## config.mk

```make
export PLATFORM = sky130hd
export DESIGN_NAME = edge_event_arbiter
export DESIGN_NICKNAME = d
export VERILOG_FILES = /design/src/rtl/edge_event_arbiter.sv
export SDC_FILE = /design/constraint.sdc
export NUM_CORES = 1
export LEC_CHECK = 0
export BUFFER_PORTS_ARGS = -buffer_cell sky130_fd_sc_hd__buf_4
export CORE_ASPECT_RATIO = 1.2
export CORE_MARGIN = 4
export CORE_UTILIZATION = 55
export CTS_CLUSTER_DIAMETER = 100
export DETAILED_ROUTE_END_ITERATION = 6
export PLACE_DENSITY = 0.88
export SLEW_MARGIN = 15
export SYNTH_ARGS = -nofsm -noshare
export SYNTH_HDL_FRONTEND = slang
export SYNTH_SLANG_ARGS = --single-unit
```

## constraint.sdc

```tcl
create_clock -name clk -period 2.7 [get_ports clk]
set_input_delay 0 -clock clk [delete_from_list [all_inputs] [get_ports clk]]
set_output_delay 0 -clock clk [all_outputs]
set_load 0.02 [all_outputs]
```

## src/rtl/edge_event_arbiter.sv

```systemverilog
`default_nettype none
// ============================================================================
// Module   : edge_event_arbiter
// Summary  : Synchronises NCH async inputs, qualifies rise/fall edges per
//            channel mode, holds one pending event per channel and shares a
//            single valid/ready event port through a round-robin arbiter.
// Revision : 1.0 - initial release
// ============================================================================
module edge_event_arbiter #(
  parameter int NCH   = 4,
  parameter int IDX_W = 2
) (
  input  logic             clk,
  input  logic             rst,
  input  logic [NCH-1:0]   data_in,
  input  logic [2*NCH-1:0] cfg_mode,
  output logic             evt_valid,
  input  logic             evt_ready,
  output logic [IDX_W-1:0] evt_ch,
  output logic             evt_type,
  output logic [NCH-1:0]   overflow,
  input  logic             ovf_clr
);

  typedef enum logic [0:0] {
    S_IDLE = 1'b0,
    S_HOLD = 1'b1
  } state_t;

  state_t r_state;
  state_t w_state_nxt;

  logic [NCH-1:0]   r_s1;
  logic [NCH-1:0]   r_s2;
  logic [NCH-1:0]   r_s3;
  logic [NCH-1:0]   r_pend;
  logic [NCH-1:0]   r_ptype;
  logic [NCH-1:0]   r_overflow;
  logic [IDX_W-1:0] r_last;
  logic [IDX_W-1:0] r_evt_ch;
  logic             r_evt_type;

  logic [NCH-1:0]   w_rise;
  logic [NCH-1:0]   w_fall;
  logic [NCH-1:0]   w_qual;
  logic [NCH-1:0]   w_en;
  logic [NCH-1:0]   w_req;
  logic [NCH-1:0]   w_drop;
  logic [NCH-1:0]   w_grant_vec;
  logic [IDX_W-1:0] w_cand;
  logic [IDX_W-1:0] w_idx;
  logic             w_found;
  logic             w_take;
  logic             w_grant;

  generate
    for (genvar i = 0; i < NCH; i++) begin : g_ch
      assign w_rise[i] = r_s2[i] & ~r_s3[i];
      assign w_fall[i] = ~r_s2[i] & r_s3[i];
      assign w_en[i]   = |cfg_mode[2*i +: 2];
      assign w_qual[i] = (cfg_mode[2*i] & w_rise[i]) | (cfg_mode[2*i+1] & w_fall[i]);
    end
  endgenerate

  // Disabled channels are masked here so a stale pend can never be granted.
  assign w_req  = r_pend & w_en;
  assign w_drop = w_qual & r_pend & ~w_grant_vec;

  always_comb begin
    w_found = 1'b0;
    w_idx   = '0;
    w_cand  = '0;
    for (int k = 1; k <= NCH; k++) begin
      w_cand = IDX_W'((int'(r_last) + k) % NCH);
      if (!w_found && w_req[w_cand]) begin
        w_found = 1'b1;
        w_idx   = w_cand;
      end
    end
  end

  always_comb begin
    w_state_nxt = r_state;
    w_grant_vec = '0;
    w_take      = (r_state == S_IDLE) || evt_ready;
    w_grant     = w_take && w_found;
    if (w_take) begin
      w_state_nxt = w_found ? S_HOLD : S_IDLE;
    end
    if (w_grant) begin
      w_grant_vec[w_idx] = 1'b1;
    end
  end

  always_ff @(posedge clk) begin
    if (rst) begin
      r_state    <= S_IDLE;
      r_s1       <= '0;
      r_s2       <= '0;
      r_s3       <= '0;
      r_pend     <= '0;
      r_ptype    <= '0;
      r_overflow <= '0;
      r_last     <= IDX_W'(NCH - 1);
      r_evt_ch   <= '0;
      r_evt_type <= 1'b0;
    end else begin
      r_state <= w_state_nxt;
      r_s1    <= data_in;
      r_s2    <= r_s1;
      r_s3    <= r_s2;
      if (w_grant) begin
        r_evt_ch   <= w_idx;
        r_evt_type <= r_ptype[w_idx];
        r_last     <= w_idx;
      end
      for (int i = 0; i < NCH; i++) begin
        if (!w_en[i]) begin
          r_pend[i] <= 1'b0;
        end else if (w_qual[i] && (!r_pend[i] || w_grant_vec[i])) begin
          r_pend[i]  <= 1'b1;
          r_ptype[i] <= w_rise[i];
        end else if (w_grant_vec[i]) begin
          r_pend[i] <= 1'b0;
        end
      end
      // A new drop wins over a coincident clear.
      r_overflow <= (r_overflow & ~{NCH{ovf_clr}}) | w_drop;
    end
  end

  assign evt_valid = (r_state == S_HOLD);
  assign evt_ch    = r_evt_ch;
  assign evt_type  = r_evt_type;
  assign overflow  = r_overflow;

endmodule
`default_nettype wire

```

==> impl_results.md <==
- Mean Syn Cell Area: 9.973 µm²
- Multi-input logic area: 728.2 µm²
- DRT antenna net count: 0
- Min-Delay Path Class: in -> reg
- Max-Cap Viols: 0
- Critical Path AT: 2.18 ns
- Synth cell types: 38
- Nets: between 150 and 200
- P&R area growth vs syn: 27.66%
- Fin crit share: 72.34%
- DP Worst Slack: a little under 0.8 ns
- Worst hold slack: 0.03841 ns
- Post-DP HPWL: ~2.1 mm
- Initial Util: 58.65%
- Post-synth EDFFs: 0
- GRT Util Overall: 19.81%
- Initial DRT Pass Iterations: 4
- FILL cells: roughly 180
- Slew margin rel.: 57.79%
- Reg area: 600.6 µm²
- CTS max path bufs: 2
- FFs w/ async S/R, synth: 0%
- Antenna fix cells: 0
- Post-Route Setup TNS: 0 ns
- Reg clk slew, reported paths: 0.09 ns
- Detailed Route WL: between 2 and 3 mm
- Most frequent cells in the layout: 30 x dfxtp_1, 23 x buf_4, 13 x nor2b_1
- Clock latency on the worst-skew pair: roughly 0.34 ns
- Core area: about 2300 µm²
- Seq cells post-synth: 30
- Largest area contributor in the netlist: dfxtp_1
- Routability cong.: roughly 0.84
- Synth area leaders: dfxtp_1 44%, nor2b_1 6.0%, o31ai_1 3.3%
- Synth Instances: 137
- I/O Buffers: 23
- CTS tree: built
- Status: finished clean
- Largest net degree at the start of global routing: 37
- Crit path launch type: flop
- Synth top area share: a little over two fifths
- Grt ovf: 0
- Die area: around 3300 µm²
- Chip Width: 53.50 µm
- Commonest non-fill, non-tap cell in the layout: dfxtp_1
- Peak supply drop: approximately 0.00053 V
- Req. time, crit path: 2.93 ns
- Measured slew at the worst slew-check pin: roughly 0.63 ns
- First-iteration detailed-routing DRC count: 29
- CP Max Fanout: 8
- Root buf cell: clkbuf_4
- H-tree lvl count: 2
- Vias: between 1,000 and 1,500
- CTS buffer count: 5
- Number of global-route vias before repair: approximately 1,100
- IO Pins: 24
- Fin. Hold Viols: 0
- Via density: ~5.6
- Die H: 62.60 µm
- Post-synth top flop: dfxtp_1
- Synthesized Nets: 153
- Final setup fails: 0
- Max-slew violation count: 0
- CP Capture Type: flop
- CTS Sinks: 30
- Clk_skew: 0.01133 ns
- First-pass GRT wire length: 4.871 mm
- PD cells: 524.4 nW/µm²
- Share of cells above drive strength 1: 26.29%
- Final worst slack: 0.7468 ns
- Synthesized area: 1366 µm²
- Initial antenna violation count: 0
- WL/cell: 14.52 µm
- RSZ-0062 raised after global routing: false
- Pwr Total: 0.9147 mW
- Post-cts sizing count: 0
- Crit Path Category: reg -> reg
- Synth Warn #: 0
- Finished Core Util: 74.87%
- Post-route DRC violation count: 0
- P_leak: 0.6879 nW
- Max Freq: 0.5120 GHz
- Register area share after synthesis: 43.96%
- Row count: 19
- Post-route minimum period: about 2.0 ns
==> per-layer routing <==
metal / global-route usage (%) / wire (µm) / vias up
met2: 32.36 / 1542 / 22
met4: 9.904 / 67 / 0
met1: 21.73 / 1233 / 540
li1: - / - / 589
met5: 0 / 0 / -
met3: 7.160 / 148 / 6
==> path summary, 6_finish.rpt <==
kind / start / endpoint / slack, ns / cells past startpoint
worst max-delay path: r_pend[3] / evt_type / 0.75 / 5
worst min-delay path: rst / r_s1[3] / 0.04 / 2
worst max register to register: r_pend[3] / evt_type / 0.75 / 5
worst min register to register: r_s1[3] / r_s2[3] / 0.44 / 1
==> critical path, cell delays in order (launching register included) <==
cell and delay [ns]:
dfxtp_1 0.42, o21a_1 0.25, o32a_1 0.20, and2_1 0.32, mux2_1 0.35, a221o_1 0.31
==> registers in the layout, summed over array words and instances (netlist names) <==
signal,cells
r_s2,4
evt_ch,2
evt_type,1
overflow,4
evt_valid,1
r_s3,4
r_s1,4
r_pend,4
r_last,2
r_ptype,4
==> final cells by class <==
cell class | instances | share of cell area (%)
Multi-Input combinational cell | 99 | 41.75
Timing Repair Buffer | 34 | 16.21
Inverter | 4 | 0.8608
Sequential cell | 30 | 34.43
Tap cell | 31 | 2.224
Clock buffer | 8 | 4.519
==> cell families after synthesis <==
group                  Yosys count  synth area share [%]
muxes                            6                 4.579
DFF                             30                 43.96
and+or+nand+nor                 55                 24.54
buffers and inverters            8                 2.747
AOI/OAI and AO/OA               38                 24.18
==> synthesized netlist by cell type (all sizes together), types with 2 or more instances <==
master  instances
o31ai           6
nor3            6
a21oi           3
nor2           10
o32a            3
and3b           4
o21a            4
nand2           6
a211oi          5
clkbuf          3
or3b            4
nand2b          5
dfxtp          30
mux2            2
or3             2
inv             4
a31oi           4
mux2i           4
o21ai           4
a31o            2
nor2b          13
==> through the flow <==
| step | std cells | instance area [µm²] |
|---|---|---|
| 2_1_floorplan | 137 | 1366 |
| 3_3_place_gp | 187 | 1555 |
| 3_5_place_dp | 187 | 1555 |
| 4_1_cts | 206 | 1744 |
| 5_1_grt | 206 | 1744 |
| 6_report | 206 | 1744 |
==> what timing repair did <==
| action | CTS | global route |
|---|---|---|
| hold buffers | 11 | 0 |
| setup buffers | 0 | 0 |
| endpoints found under the hold margin | 11 | 0 |
==> power breakdown <==
| part | switching [mW] | internal [mW] | total (mW) |
|---|---|---|---|
| Combinational | 0.0595 | 0.0581 | 0.118 |
| Sequential | 0.0129 | 0.458 | 0.471 |
| Clock | 0.148 | 0.178 | 0.326 |
| Total | 0.221 | 0.694 | 0.915 |
Power figures use the tool's default switching activity.
